--- src/rtl/stack_controller_if.sv ---
// rtl/stack_controller_if.sv - request and data-memory bus interfaces for stack_controller
interface stack_req_if;
    logic        req_valid;
    logic        req_ready;
    logic        req_push;
    logic [31:0] req_data;
    logic [5:0]  req_rd;

    modport master (
        output req_valid, req_push, req_data, req_rd,
        input  req_ready
    );

    modport slave (
        input  req_valid, req_push, req_data, req_rd,
        output req_ready
    );
endinterface

interface stack_mem_if;
    logic [31:0] mem_addr;
    logic [31:0] mem_wdata;
    logic        mem_we;
    logic        mem_re;
    logic        mem_ack;
    logic [31:0] mem_rdata;

    modport master (
        output mem_addr, mem_wdata, mem_we, mem_re,
        input  mem_ack, mem_rdata
    );

    modport slave (
        input  mem_addr, mem_wdata, mem_we, mem_re,
        output mem_ack, mem_rdata
    );
endinterface

--- src/rtl/stack_controller.sv ---
// rtl/stack_controller.sv - full-descending stack push/pop engine with shadow SP
module stack_controller #(
    parameter logic [31:0] STACK_BASE  = 32'h0000_1000,
    parameter logic [31:0] STACK_LIMIT = 32'h0000_0800,
    parameter int          WORD_BYTES  = 4,
    parameter int          MEM_TIMEOUT = 15
) (
    input  logic        clock,
    input  logic        reset_n,
    stack_req_if.slave  req,
    stack_mem_if.master mem,
    output logic [31:0] sp,
    output logic [31:0] sp_new,
    output logic        stack_op,
    output logic        reg_write,
    output logic [5:0]  reg_rd,
    output logic [31:0] reg_data,
    output logic        overflow,
    output logic        underflow,
    output logic        timeout
);
    localparam int CNT_W = $clog2(MEM_TIMEOUT + 1);
    localparam logic [CNT_W-1:0] CNT_LAST = CNT_W'(MEM_TIMEOUT - 1);

    typedef enum logic [1:0] {IDLE, MEM, COMMIT, ERR} state_t;

    state_t            state;
    logic [31:0]       next_sp;
    logic              is_push;
    logic [CNT_W-1:0]  cnt;
    logic [31:0]       push_next;
    logic [31:0]       pop_next;

    assign push_next = sp - 32'(WORD_BYTES);
    assign pop_next  = sp + 32'(WORD_BYTES);

    always_ff @(posedge clock) begin
        if (!reset_n) begin
            state         <= IDLE;
            sp            <= STACK_BASE;
            next_sp       <= '0;
            is_push       <= 1'b0;
            cnt           <= '0;
            req.req_ready <= 1'b1;
            mem.mem_addr  <= '0;
            mem.mem_wdata <= '0;
            mem.mem_we    <= 1'b0;
            mem.mem_re    <= 1'b0;
            sp_new        <= '0;
            stack_op      <= 1'b0;
            reg_write     <= 1'b0;
            reg_rd        <= '0;
            reg_data      <= '0;
            overflow      <= 1'b0;
            underflow     <= 1'b0;
            timeout       <= 1'b0;
        end else begin
            stack_op  <= 1'b0;
            reg_write <= 1'b0;
            overflow  <= 1'b0;
            underflow <= 1'b0;
            timeout   <= 1'b0;
            case (state)
                IDLE: begin
                    if (req.req_valid) begin
                        req.req_ready <= 1'b0;
                        cnt           <= '0;
                        is_push       <= req.req_push;
                        // Bounds are resolved here so a rejected request never touches memory.
                        if (req.req_push) begin
                            if (push_next < STACK_LIMIT) begin
                                overflow <= 1'b1;
                                state    <= ERR;
                            end else begin
                                mem.mem_addr  <= push_next;
                                mem.mem_wdata <= req.req_data;
                                mem.mem_we    <= 1'b1;
                                next_sp       <= push_next;
                                state         <= MEM;
                            end
                        end else begin
                            if (sp >= STACK_BASE) begin
                                underflow <= 1'b1;
                                state     <= ERR;
                            end else begin
                                mem.mem_addr <= sp;
                                mem.mem_re   <= 1'b1;
                                next_sp      <= pop_next;
                                reg_rd       <= req.req_rd;
                                state        <= MEM;
                            end
                        end
                    end
                end
                MEM: begin
                    if (mem.mem_ack) begin
                        mem.mem_we <= 1'b0;
                        mem.mem_re <= 1'b0;
                        stack_op   <= 1'b1;
                        sp_new     <= next_sp;
                        sp         <= next_sp;
                        if (!is_push) begin
                            reg_data  <= mem.mem_rdata;
                            reg_write <= (reg_rd != 6'd0);
                        end
                        state <= COMMIT;
                    end else if (cnt == CNT_LAST) begin
                        mem.mem_we <= 1'b0;
                        mem.mem_re <= 1'b0;
                        timeout    <= 1'b1;
                        state      <= ERR;
                    end else begin
                        cnt <= cnt + 1'b1;
                    end
                end
                COMMIT, ERR: begin
                    req.req_ready <= 1'b1;
                    state         <= IDLE;
                end
                default: begin
                    req.req_ready <= 1'b1;
                    state         <= IDLE;
                end
            endcase
        end
    end
endmodule
--- src/flat_wrapper.sv ---
// flat-port wrapper written by rule: the top's interface ports become plain ports
module stack_controller_flat 
#(
    parameter logic [31:0] STACK_BASE  = 32'h0000_1000,
    parameter logic [31:0] STACK_LIMIT = 32'h0000_0800,
    parameter int          WORD_BYTES  = 4,
    parameter int          MEM_TIMEOUT = 15
)
  (clock, reset_n, sp, sp_new, stack_op, reg_write, reg_rd, reg_data, overflow, underflow, timeout, req_req_valid, req_req_push, req_req_data, req_req_rd, req_req_ready, mem_mem_addr, mem_mem_wdata, mem_mem_we, mem_mem_re, mem_mem_ack, mem_mem_rdata);
  stack_req_if req_i ();
  stack_mem_if mem_i ();
  input  logic clock;
  input  logic reset_n;
  output logic [31:0] sp;
  output logic [31:0] sp_new;
  output logic stack_op;
  output logic reg_write;
  output logic [5:0] reg_rd;
  output logic [31:0] reg_data;
  output logic overflow;
  output logic underflow;
  output logic timeout;
  input wire logic [$bits(req_i.req_valid)-1:0] req_req_valid;
  input wire logic [$bits(req_i.req_push)-1:0] req_req_push;
  input wire logic [$bits(req_i.req_data)-1:0] req_req_data;
  input wire logic [$bits(req_i.req_rd)-1:0] req_req_rd;
  output wire logic [$bits(req_i.req_ready)-1:0] req_req_ready;
  output wire logic [$bits(mem_i.mem_addr)-1:0] mem_mem_addr;
  output wire logic [$bits(mem_i.mem_wdata)-1:0] mem_mem_wdata;
  output wire logic [$bits(mem_i.mem_we)-1:0] mem_mem_we;
  output wire logic [$bits(mem_i.mem_re)-1:0] mem_mem_re;
  input wire logic [$bits(mem_i.mem_ack)-1:0] mem_mem_ack;
  input wire logic [$bits(mem_i.mem_rdata)-1:0] mem_mem_rdata;
  assign req_i.req_valid = req_req_valid;
  assign req_i.req_push = req_req_push;
  assign req_i.req_data = req_req_data;
  assign req_i.req_rd = req_req_rd;
  assign req_req_ready = req_i.req_ready;
  assign mem_mem_addr = mem_i.mem_addr;
  assign mem_mem_wdata = mem_i.mem_wdata;
  assign mem_mem_we = mem_i.mem_we;
  assign mem_mem_re = mem_i.mem_re;
  assign mem_i.mem_ack = mem_mem_ack;
  assign mem_i.mem_rdata = mem_mem_rdata;
  stack_controller #(.STACK_BASE(STACK_BASE), .STACK_LIMIT(STACK_LIMIT), .WORD_BYTES(WORD_BYTES), .MEM_TIMEOUT(MEM_TIMEOUT)) u_core (.clock(clock), .reset_n(reset_n), .req(req_i), .mem(mem_i), .sp(sp), .sp_new(sp_new), .stack_op(stack_op), .reg_write(reg_write), .reg_rd(reg_rd), .reg_data(reg_data), .overflow(overflow), .underflow(underflow), .timeout(timeout));
endmodule
--- config.mk ---
export PLATFORM = sky130hd
export DESIGN_NAME = stack_controller_flat
export DESIGN_NICKNAME = d
export VERILOG_FILES = /design/src/rtl/stack_controller_if.sv /design/src/rtl/stack_controller.sv /design/src/flat_wrapper.sv
export SDC_FILE = /design/constraint.sdc
export NUM_CORES = 1
export LEC_CHECK = 0
export ABC_CLOCK_PERIOD_IN_PS = 8100
export CORE_UTILIZATION = 50
export DETAILED_ROUTE_END_ITERATION = 6
export PLACE_DENSITY = 0.95
export SLEW_MARGIN = 20
export SYNTH_ARGS = -nofsm -noshare
export SYNTH_HDL_FRONTEND = slang
export SYNTH_SLANG_ARGS = --single-unit
--- constraint.sdc ---
create_clock -name clock -period 8.1 [get_ports clock]
set_input_delay 1.215 -clock clock [delete_from_list [all_inputs] [get_ports clock]]
set_output_delay 1.215 -clock clock [all_outputs]
set_load 0.1 [all_outputs]
==> results.yml <==
synthesis:
  synth-edff-count: 0
  yosysWarnings: 0
  ys_ff_latch: 180
  synth_ff_type: "dfxtp_1"
  synth_top_area_share_pct: 45.4
  ys_async_sr_fraction_pct: 0
  yosysTopAreaCell: "dfxtp_1"
  yosysMostFrequentCell: "nand2_1"
  synth_commonest_cells: "nand2_1, dfxtp_1, a21oi_1"
  synth_area_sq_um: 7940
  syn_inst: 954
  avgSynthCellArea_sq_um: 8.32
  ys_seq_area_share_pct: 45.4
  syn_nets: 1036
  synthTopCellsByArea: "dfxtp_1, nand2_1, a21oi_1"
  synth_cell_type_count: 61
drt:
  drt_iter0_markers: 598
  drt_wl_total_um: 22600
  ant_nets: 0
  vias_per_cell: 5.57
  drcViolationCount: 2
  wl_per_cell_um: 16.7
  first_pass_iters: 7
  vias: 7514
cts:
  cts_sinks: 180
  cts_buffers: 17
  htreeDepth: 4
  postCtsSetupRepairBufs: 0
  cts.hold.buffers_added: 0
  clock_latency_ns: 0.42
  clkTransAtPathRegs_ns: 0.06
  cts_tree: "done"
  cts_max_path_buffers: 2
  cts-root-buf: "clkbuf_16"
  cts_resized: 0
sta:
  setup_ws_ns: 4.08
  hold_viol: 0
  max-slew-margin-rel_pct: 30.4
  fin_setup_tns_ns: 0
  fmax_mhz: 249
  setup_viol: 0
  worst_slew_pin_slew_ns: 1.04
  post-route-period-util_pct: 49.6
  rsz0062_at_grt: "no"
  drv_slew: 0
  period_minus_slack_ns: 4.02
  fin_worst_skew_ns: 0.00661
place:
  portBuffers: 248
  gp_congestion: 0.931
  dp_hpwl_um: 15400
  pre_cts_ws_ns: 3.85
  dp_cells: 1317
grt:
  overflow: 0
  track_usage_pct: 27.2
  antenna_found_initial: 0
  grt_pass1_wl_um: 35400
  grt_pass1_vias: 7182
  grt_max_degree: 82
power_and_ir_drop:
  leakagePower_nw: 4.02
  cellPowerDensity_nw_per_um2: 206
  ir_worst_vdd_mv: 0.137
floorplan:
  fp-row-count: 45
  pin_count: 249
  dieArea_sq_um: 16400
  die_h_um: 128
  initial_core_util_pct: 51.6
  core_sq_um: 15400
  die_w_um: 128
critical_path:
  worst-path-buf-inv: 0
  cpPeakStageDelay_ns: 0.79
  slowest_stage: "nand4_2"
  cp.required_ns: 8.46
  crit_type: "reg2reg"
  worstPathMaxFanout: 33
  startpoint_type: "register"
  worstPathArrival_ns: 4.38
  critical_path.top_delay_family: "simple AND/OR/NAND/NOR gates"
  cp-end-kind: "register"
  ff2ff_setup_slack_ns: 4.08
  crit_chain: "or4_1 > or4_4 > o21a_1 > nor3_2 > nand4_2 > a21oi_4 > a21o_1"
cells_and_area:
  layout-drive-gt1-share_pct: 5.54
  nNetsFinal: 1207
  n_fill_cell: 1137
  syn_to_final_growth_pct: 36.1
  diodes: 0
  fin_cells: 1349
worst_hold_path:
  min_path_type: "reg2reg"
outcome:
  status: "finished, violations left"
  failed_checks: "DRC"
run:
  maxCapViolations: 0
[sequential cells by signal, indices dropped and copies added (netlist names), 2 cells and up]
| register | flops |
|---|---|
| u_core.mem.mem_wdata | 32 |
| u_core.next_sp | 32 |
| u_core.reg_data | 32 |
| u_core.sp_new | 31 |
| u_core.mem.mem_addr | 30 |
| u_core.reg_rd | 6 |
| u_core.cnt | 4 |
| u_core.sp | 2 |
| u_core.state | 2 |
[cells by family after synthesis]
family                     share of synthesized area (%)
buffers and inverters                               7.55
DFF                                                 45.4
muxes                                               5.04
adders and majority gates                           1.10
AOI/OAI and AO/OA                                   14.6
and+or+nand+nor                                     22.1
xor gates and xnor gates                            4.19
[worst reg2reg max path, cell delays in order, from the launching register on]
cell and delay (ns):
dfxtp_1 0.45, or4_1 0.74, or4_4 0.58, o21a_1 0.22
nor3_2 0.19, nand4_2 0.79, a21oi_4 0.75, a21o_1 0.23
[where the power goes]
group          switching [W]  internal (W)
clock network       0.000346      0.000481
registers          0.0000234      0.000920
logic               0.000322      0.000129
total               0.000692       0.00153
[final cells by class]
class	instances	area, sq um	area share (%)
timing repair buffer	256	2560	23.7
clock inverter	10	120	1.11
sequential	180	3600	33.3
multi-input combinational	660	3750	34.7
clock buffer	22	474	4.39
tap	211	264	2.44
inverter	10	38.8	0.359
[layer usage]
metal / up-vias / part of all wire [%] / GRT usage [%]
li1: 3558 / - / -
met1: 3496 / 40 / 32.0
met2: 404 / 49 / 46.8
met3: 56 / 9.0 / 7.30
met4: 0 / 2.5 / 11.3
met5: - / 0 / 0
[path summary, 6_finish.rpt]
kind,from,endpoint,cells after the start
worst max register to register,u_core.sp_new[5],u_core.next_sp[17],7
worst min register to register,u_core.mem.mem_addr[13],u_core.mem.mem_addr[13],2
worst min-delay path,u_core.mem.mem_addr[13],u_core.mem.mem_addr[13],2
worst max-delay path,u_core.sp_new[5],u_core.next_sp[17],7
[placed cells by master (no fill, tap or decap), types with 8 or more instances in the layout]
cell type,instances
o21ai_0,21
xnor2_1,14
o21a_1,8
mux2i_1,40
dfxtp_1,180
clkbuf_16,17
nand3_1,28
or4_1,10
nor4_1,10
nor3_1,14
a21o_1,12
nand4_1,10
clkdlybuf4s50_1,247
a21oi_1,99
inv_1,8
xor2_1,24
nor2_1,42
nand2_1,226
o21ai_1,13
[metrics by stage]
step           util (%)  hold WS, ns  power, W  area [sq um]
2_1_floorplan         -        0.426   0.00129          7940
3_3_place_gp       66.3        0.434   0.00140         10200
3_5_place_dp       66.4        0.442   0.00141         10200
4_1_cts            70.3        0.450   0.00223         10800
5_1_grt            70.3        0.463   0.00229         10800
6_report           70.3        0.448   0.00222         10800
Power figures use the tool's default switching activity.
